$ cat src/rtl/bcrypt_expand_key_p.sv
`default_nettype none
// ============================================================================
// Module   : bcrypt_expand_key_p
// Function : Cyclic bcrypt key expansion. Key bytes are streamed out of the
//            storage as 32-bit big-endian words through a small output FIFO.
//            Define BCRYPT_SIGN_EXT_BUG_EN to add the sign_extension_bug port,
//            which selects the $2x sign-extending accumulator.
// Revision : 1.0 - initial release
// ============================================================================
module bcrypt_expand_key_p #(
    parameter int KEY_LEN    = 72,
    parameter int EK_WORDS   = 18,
    parameter int OBUF_DEPTH = 2
) (
    input  logic                           CLK,
    input  logic                           reset,
    input  logic [7:0]                     din,
    output logic [$clog2(KEY_LEN)-1:0]     rd_addr,
    input  logic                           word_empty,
    output logic                           word_set_empty,
    input  logic                           len_mode,
    input  logic [$clog2(KEY_LEN+1)-1:0]   key_len,
`ifdef BCRYPT_SIGN_EXT_BUG_EN
    input  logic                           sign_extension_bug,
`endif
    output logic [31:0]                    dout,
    input  logic                           rd_en,
    output logic                           empty
);

    localparam int c_ADDR_W = $clog2(KEY_LEN);
    localparam int c_KEY_W  = $clog2(KEY_LEN + 1);
    localparam int c_WCNT_W = $clog2(EK_WORDS + 1);
    localparam int c_PTR_W  = (OBUF_DEPTH > 1) ? $clog2(OBUF_DEPTH) : 1;
    localparam int c_CNT_W  = $clog2(OBUF_DEPTH + 1);
    localparam int c_SLOTS  = 2 ** c_PTR_W;

    typedef enum logic [1:0] {
        S_IDLE    = 2'd0,
        S_INPUT   = 2'd1,
        S_DRAIN   = 2'd2,
        S_RELEASE = 2'd3
    } state_t;

    state_t                r_state;
    state_t                w_state_next;
    logic                  r_mode;
    logic [c_KEY_W-1:0]    r_klen;
    logic [c_ADDR_W-1:0]   r_addr;
    logic [31:0]           r_acc;
    logic [1:0]            r_bcnt;
    logic [c_WCNT_W-1:0]   r_wcnt;
    logic [31:0]           r_mem [c_SLOTS];
    logic [c_PTR_W-1:0]    r_wp;
    logic [c_PTR_W-1:0]    r_rp;
    logic [c_CNT_W-1:0]    r_cnt;

    logic                  w_full;
    logic                  w_pop;
    logic                  w_take;
    logic                  w_push;
    logic                  w_last;
    logic                  w_zero_key;
    logic [7:0]            w_byte;
    logic [31:0]           w_acc_next;
    logic [c_ADDR_W-1:0]   w_addr_next;

    assign w_full     = (r_cnt == c_CNT_W'(OBUF_DEPTH));
    assign w_pop      = rd_en && (r_cnt != '0);
    // A full buffer still accepts a word when the head leaves in the same cycle.
    assign w_take     = (r_state == S_INPUT) && (!w_full || w_pop);
    assign w_push     = w_take && (r_bcnt == 2'd3);
    assign w_last     = w_push && (r_wcnt == c_WCNT_W'(EK_WORDS - 1));
    assign w_zero_key = r_mode && (r_klen == '0);
    assign w_byte     = w_zero_key ? 8'h00 : din;

`ifdef BCRYPT_SIGN_EXT_BUG_EN
    assign w_acc_next = sign_extension_bug ? ((r_acc << 8) | {{24{w_byte[7]}}, w_byte})
                                           : {r_acc[23:0], w_byte};
`else
    assign w_acc_next = {r_acc[23:0], w_byte};
`endif

    always_comb begin
        w_addr_next = r_addr + c_ADDR_W'(1);
        if (w_zero_key) begin
            w_addr_next = '0;
        end else if (!r_mode && (din == 8'h00)) begin
            w_addr_next = '0;
        end else if (r_mode && ((c_KEY_W'(r_addr) + c_KEY_W'(1)) == r_klen)) begin
            w_addr_next = '0;
        end else if (r_addr == c_ADDR_W'(KEY_LEN - 1)) begin
            w_addr_next = '0;
        end
    end

    always_ff @(posedge CLK) begin
        if (reset) begin
            r_state <= S_IDLE;
        end else begin
            r_state <= w_state_next;
        end
    end

    always_comb begin
        w_state_next   = r_state;
        word_set_empty = 1'b0;
        case (r_state)
            S_IDLE:    if (!word_empty) w_state_next = S_INPUT;
            S_INPUT:   if (w_last) w_state_next = S_DRAIN;
            S_DRAIN:   if (r_cnt == '0) w_state_next = S_RELEASE;
            S_RELEASE: begin
                word_set_empty = 1'b1;
                w_state_next   = S_IDLE;
            end
            default:   w_state_next = S_IDLE;
        endcase
    end

    always_ff @(posedge CLK) begin
        if (reset) begin
            r_mode <= 1'b0;
            r_klen <= '0;
            r_addr <= '0;
            r_acc  <= '0;
            r_bcnt <= '0;
            r_wcnt <= '0;
        end else begin
            case (r_state)
                S_IDLE: begin
                    if (!word_empty) begin
                        r_mode <= len_mode;
                        r_klen <= key_len;
                        r_addr <= '0;
                        r_acc  <= '0;
                        r_bcnt <= '0;
                        r_wcnt <= '0;
                    end
                end
                S_INPUT: begin
                    if (w_take) begin
                        r_acc  <= w_acc_next;
                        r_bcnt <= r_bcnt + 2'd1;
                        r_addr <= w_addr_next;
                        if (w_push) begin
                            r_wcnt <= r_wcnt + c_WCNT_W'(1);
                        end
                    end
                end
                S_RELEASE: r_addr <= '0;
                default:   ;
            endcase
        end
    end

    // Output FIFO: circular buffer with an explicit occupancy count.
    always_ff @(posedge CLK) begin
        if (reset) begin
            for (int i = 0; i < c_SLOTS; i++) begin
                r_mem[i] <= '0;
            end
            r_wp  <= '0;
            r_rp  <= '0;
            r_cnt <= '0;
        end else begin
            if (w_push) begin
                r_mem[r_wp] <= w_acc_next;
                r_wp        <= (r_wp == c_PTR_W'(OBUF_DEPTH - 1)) ? '0 : r_wp + c_PTR_W'(1);
            end
            if (w_pop) begin
                r_rp <= (r_rp == c_PTR_W'(OBUF_DEPTH - 1)) ? '0 : r_rp + c_PTR_W'(1);
            end
            case ({w_push, w_pop})
                2'b10:   r_cnt <= r_cnt + c_CNT_W'(1);
                2'b01:   r_cnt <= r_cnt - c_CNT_W'(1);
                default: r_cnt <= r_cnt;
            endcase
        end
    end

    assign rd_addr = r_addr;
    assign empty   = (r_cnt == '0);
    assign dout    = (r_cnt == '0) ? 32'd0 : r_mem[r_rp];

endmodule
`default_nettype wire

$ cat config.mk
export PLATFORM = sky130hd
export DESIGN_NAME = bcrypt_expand_key_p
export DESIGN_NICKNAME = d
export VERILOG_FILES = /design/src/rtl/bcrypt_expand_key_p.sv
export SDC_FILE = /design/constraint.sdc
export NUM_CORES = 1
export LEC_CHECK = 0
export ABC_AREA = 1
export BUFFER_PORTS_ARGS = -buffer_cell sky130_fd_sc_hd__buf_4
export CAP_MARGIN = 20
export CORE_MARGIN = 4
export CORE_UTILIZATION = 40
export CTS_CLUSTER_SIZE = 28
export DETAILED_ROUTE_END_ITERATION = 12
export GPL_TIMING_DRIVEN = 0
export SYNTH_ARGS = -nofsm -noshare
export SYNTH_HDL_FRONTEND = slang
export SYNTH_SLANG_ARGS = --single-unit
$ cat constraint.sdc
create_clock -name CLK -period 4.4 [get_ports CLK]
set_input_delay 0 -clock CLK [delete_from_list [all_inputs] [get_ports CLK]]
set_output_delay 0 -clock CLK [all_outputs]
set_load 0.02 [all_outputs]
# ---- After elaboration in Yosys (flattened, before gate mapping)
# Memory sizes are Yosys's and may differ from the RTL's. A register that Yosys moved wholly into a read port is not among the register bits.
# Cells that the tools add are included.
# Widths: inputs -> output; s select.
dict set report totals {
  ff_bits 52
  ram_bits 64
  input_bits 20
  out_inout_bits 41
  mem_count 1
}
# name words width read_ports rd_ports_with_merged_regs wr line
set memory_table {}
lappend memory_table {r_mem 2 32 1 1 2 53} ;# logic [31:0] r_mem [c_SLOTS];
dict set report op_classes {
  add_sub_neg 7
  eq_ne 15
  n_mux 37
  bitwise_logic 1
  reduce_logical 24
}
# cell n
set ops {}
lappend ops {{$mux 32} 2}
lappend ops {{$mux 24} 2}
lappend ops {{$pmux 24 s2} 1}
lappend ops {{$mux 7} 6}
lappend ops {{$reduce_or 32->1} 1}
lappend ops {{$pmux 7 s3} 1}
lappend ops {{$mux 5} 3}
lappend ops {{$mux 1} 12}
lappend ops {{$eq 2x2->1 const B} 5}
lappend ops {{$mux 2} 5}
lappend ops {{$ne 2x2->1 const B} 5}
lappend ops {{$pmux 5 s2} 1}
lappend ops {{$reduce_and 3->1} 3}
lappend ops {{$logic_not 8->1} 1}
lappend ops {{$mux 8} 1}
lappend ops {{$pmux 2 s2} 2}
lappend ops {{$pmux 2 s4} 1}
lappend ops {{$add 7x1->7 const B} 1}
lappend ops {{$eq 7x7->1} 1}
lappend ops {{$eq 7x7->1 const B} 1}
lappend ops {{$logic_and 1x1->1} 7}
lappend ops {{$logic_not 7->1} 1}
lappend ops {{$reduce_bool 2->1} 3}
lappend ops {{$add 5x1->5 const B} 1}
lappend ops {{other kinds (12)} 17}

# ---- Longest topological paths before layout
dict set report logic_depth {
  depth_word 10
  depth_mapped 12
  mapped_depth_nobuf 12
}

# ---- Worst setup path before layout
# OpenSTA, ideal clock, no wires.
dict set report synth_path {
  kind {reg2reg}
  startpoint {reg r_state[1]}
  endpoint {mem r_mem[0][0] (enable)}
  setup_time_ns 0.389
  t_arrival_ns 1.929
  required_time_ns 4.011
  setup_slack_ns 2.082
  path_stages_with_launch 9
  path_cell_list {dfxtp_1 > inv_1 > ha_1 > buf_4 > nand3_2 > nor2_1 > nand2_1 > buf_2 > nand2_1}
}
# element line
set synth_rtl {}
lappend synth_rtl {{start, declared} 45} ;# state_t r_state;
lappend synth_rtl {{start signal, assigned} 101} ;# r_state <= w_state_next;
lappend synth_rtl {{end, declared} 53}

==> out/qor.log <==
qor: grt.number_of_global_route_vias_before_repair 4423
qor: sta.final.setup_skew 0.00883 ns
qor: yosys.synthCells 636
qor: power_and_ir_drop.totalPowerFinal 3.37 mW
qor: clock_tree.cts_tree built
qor: yosys.synthArstFlopShare 0%
qor: placement.dp_slack 1.81 ns
qor: placement.placed_cell_area 6050 um^2
qor: clock_tree.cts_hold_buf 17
qor: worst_setup_path.path_class register to register
qor: placement.gp_routability_congestion 0.814
qor: power_and_ir_drop.power.combinational.fraction 18.2%
qor: finish.area.growth.synth_to_final 27.9%
qor: grt.grt_overflow 0
qor: placement.placed_cells_incl_taps 872
qor: yosys.synth_area_per_cell 8.44 um^2
qor: clock_tree.worst_skew_pair.late_latency 0.40 ns
qor: power_and_ir_drop.max-vdd-ir-drop 0.243 mV
qor: power_and_ir_drop.pwr-share-clk 43.7%
qor: clock_tree.numClockSinks 117
qor: die.standard_cell_row_count 42
qor: yosys.synth-seq-area-share 55.5%
qor: yosys.ys_ff_latch 117
qor: finish.layout-drive-gt1-share 17.2%
qor: yosys.postSynth.topFlopCell edfxtp_1
qor: grt.groute.usage.overall 18.1%
qor: yosys.netlist_area 5370 um^2
qor: detailed_routing.drt-wirelength-per-cell 14.2 um
qor: power_and_ir_drop.p_sw_share 27.0%
qor: detailed_routing.drt.antenna.violating_nets 0
qor: power_and_ir_drop.leakage 2.59 nW
qor: hold_path.kind_of_path_behind_the_tightest_hold_check input port to register
qor: die.chipHeight 124 um
qor: power_and_ir_drop.internal-power 2.46 mW
qor: yosys.synth_enable_flop_cells 64
qor: clock_tree.clock_buffers_created_by_tritoncts 17
qor: sta.setup_viol 0
qor: yosys.yosysWarnings 0
qor: detailed_routing.detail_route.wirelength 13100 um
qor: sta.timing_hold_violations_final 0
qor: sta.tightestPinTransition 0.851 ns
qor: hold_path.hold_path_depth 4
qor: finish.layoutNonFillerInstCount 921
qor: sta.timing.fmax 0.388 GHz
qor: sta.maxSlewViolCount 0
qor: die.io-pin-count 61
qor: sta.setup_tns 0 ns
qor: worst_setup_path.worst_ep_required_time 4.43 ns
qor: worst_setup_path.worst_setup_path_start_kind register
qor: detailed_routing.post_dr_vias_cell 4.88
qor: power_and_ir_drop.power_density 491 nW/um^2
qor: clock_tree.cts_resized 0
qor: sta.fin_crit_sh 58.5%
qor: detailed_routing.drt_first_pass_iters 5
qor: clock_tree.cts.repair_timing.setup_buffer_count 0
qor: sta.max_slew_margin 43.0%
qor: power_and_ir_drop.switching_power 912 uW
qor: die.die-area 15300 um^2
qor: clock_tree.cts.clk_slew.worst_paths 0.05 ns
qor: power_and_ir_drop.share_seq_of_total_power 38.0%
qor: finish.final_util 52.1%
qor: detailed_routing.drtIter0Drc 263
qor: finish.finalInstanceArea 6870 um^2
qor: placement.detailedPlacementHpwl 8850 um
qor: detailed_routing.num_vias 4497
qor: die.core_region_area 13200 um^2
qor: run.drv.max_cap_violation_count 0
qor: worst_setup_path.rr_worst_depth 8
qor: clock_tree.ctsHtreeMaxLevel 4
qor: clock_tree.cts-root-buf clkbuf_16
qor: grt.antenna_violations_before_repair 0
qor: finish.antenna_cells 0
qor: sta.setup_ws 1.82 ns
qor: worst_setup_path.worstPathArrival 2.60 ns
qor: detailed_routing.route.detailed.drc 0
qor: clock_tree.max_buffers_root_to_sink 2
qor: worst_setup_path.timing.critical_path.fanout_max 32
qor: grt.grt_first_pass_wirelength 21100 um
qor: placement.portBuffers 60
qor: sta.hold-worst-slack 0.0216 ns
qor: die.starting_density 40.7%
qor: die.chipWidth 124 um
qor: status.run_status complete, no violations
qor: sta.grt_setup_unrepaired false
qor: sta.final_period_minus_worst_setup_slack 2.58 ns
qor: grt.pin_count_of_the_biggest_net_entering_global_routing 33
qor: yosys.syn_nets 665
qor: finish.nets 761
qor: worst_setup_path.critical_path.endpoint_type register
qor: yosys.ys_types 36
==> cell type report <==
| class | count | area (um^2) |
|---|---|---|
| fill | 1203 | 6320 |
| sequential | 117 | 2980 |
| multi-input combinational | 435 | 2040 |
| timing repair buffer | 77 | 621 |
| clock buffer | 25 | 538 |
| tap | 176 | 220 |
| inverter | 56 | 213 |
| buffer | 28 | 141 |
| clock inverter | 7 | 113 |
==> flip-flops by register name, indices dropped and copies added (netlist names), named ones only <==
name     cells
r_klen       7
r_cnt        2
r_wp         1
r_state      2
r_acc       24
rd_addr      7
r_mem       64
r_wcnt       5
r_mode       1
r_rp         1
r_bcnt       2
==> placed cells by master (no fill, tap or decap), drive strengths merged <==
cell type	count
dfxtp	53
dlygate4sd3	17
a31o	1
buf	72
a21oi	82
inv	56
o21ai	19
or2	3
and3	1
bufinv	3
xor2	1
ha	9
nor2	99
nor3b	1
nor3	6
clkbuf	41
edfxtp	64
nand2	182
nand3b	1
clkinv	4
nand3	25
nand4	5
==> synthesized netlist by cell type (2+ instances only) <==
| cell | number | area share [%] |
|---|---|---|
| dfxtp_1 | 53 | 20 |
| nor3_1 | 5 | 0.47 |
| nor2_1 | 94 | 6.6 |
| buf_2 | 8 | 0.75 |
| buf_4 | 2 | 0.28 |
| a21oi_2 | 2 | 0.33 |
| nand4_1 | 4 | 0.47 |
| nand2_1 | 175 | 12 |
| a21oi_1 | 80 | 7.5 |
| nand3_1 | 24 | 2.2 |
| nor2_2 | 4 | 0.47 |
| ha_1 | 9 | 2.1 |
| o21ai_0 | 16 | 1.5 |
| clkbuf_1 | 16 | 1.1 |
| edfxtp_1 | 64 | 36 |
| inv_1 | 54 | 3.8 |
| nand2_4 | 3 | 0.63 |
| nand2_2 | 4 | 0.47 |
| or2_2 | 2 | 0.23 |
==> metal layers <==
| metal | track usage [%] | share of wire, % | up-vias |
|---|---|---|---|
| li1 | - | - | 2264 |
| met5 | 0 | 0 | - |
| met3 | 3.95 | 4.3 | 17 |
| met4 | 7.75 | 1.7 | 0 |
| met1 | 21.6 | 44 | 2125 |
| met2 | 31.3 | 50 | 91 |
==> cells by family (layout without fill, tap and decap cells) <==
kind of cell,after synthesis,count (layout),share of synthesized area (%)
AOI/OAI and AO/OA,102,102,10.0
xor gates and xnor gates,1,1,0.163
adders and majority gates,9,9,2.10
buffers and inverters,84,193,6.59
DFF,117,117,55.5
and+or+nand+nor,323,323,25.6
==> power groups by stage <==
stage               Clock [mW]  Combinational, mW  Sequential [mW]
detailed placement           0              0.601             1.30
global placement             0              0.588             1.30
CTS                       1.50              0.620             1.28
floorplan                    0              0.456             1.29
finish                    1.48              0.615             1.28
global route              1.55              0.691             1.29
==> path summary, 6_finish.rpt <==
check,from,end,slack [ns]
min reg2reg,r_bcnt[1]$_SDFFE_PP0P_,r_bcnt[1]$_SDFFE_PP0P_,0.46
min,reset,r_state[1]$_SDFFE_PP0P_,0.02
max reg2reg,r_state[1]$_SDFFE_PP0P_,r_mem[0][14]$_SDFFCE_PN0P_,1.82
max,r_state[1]$_SDFFE_PP0P_,r_mem[0][14]$_SDFFCE_PN0P_,1.82
==> critical path, stage by stage (launching register included) <==
cell and delay, ns:
dfxtp_1 0.32, inv_1 0.10, ha_1 0.15, buf_4 0.18, nand3_2 0.16, nor2_1 0.12, nand2_1 0.22, buf_2 0.29
nand2_2 0.65
Note: power is estimated with default switching activity, not from simulation.
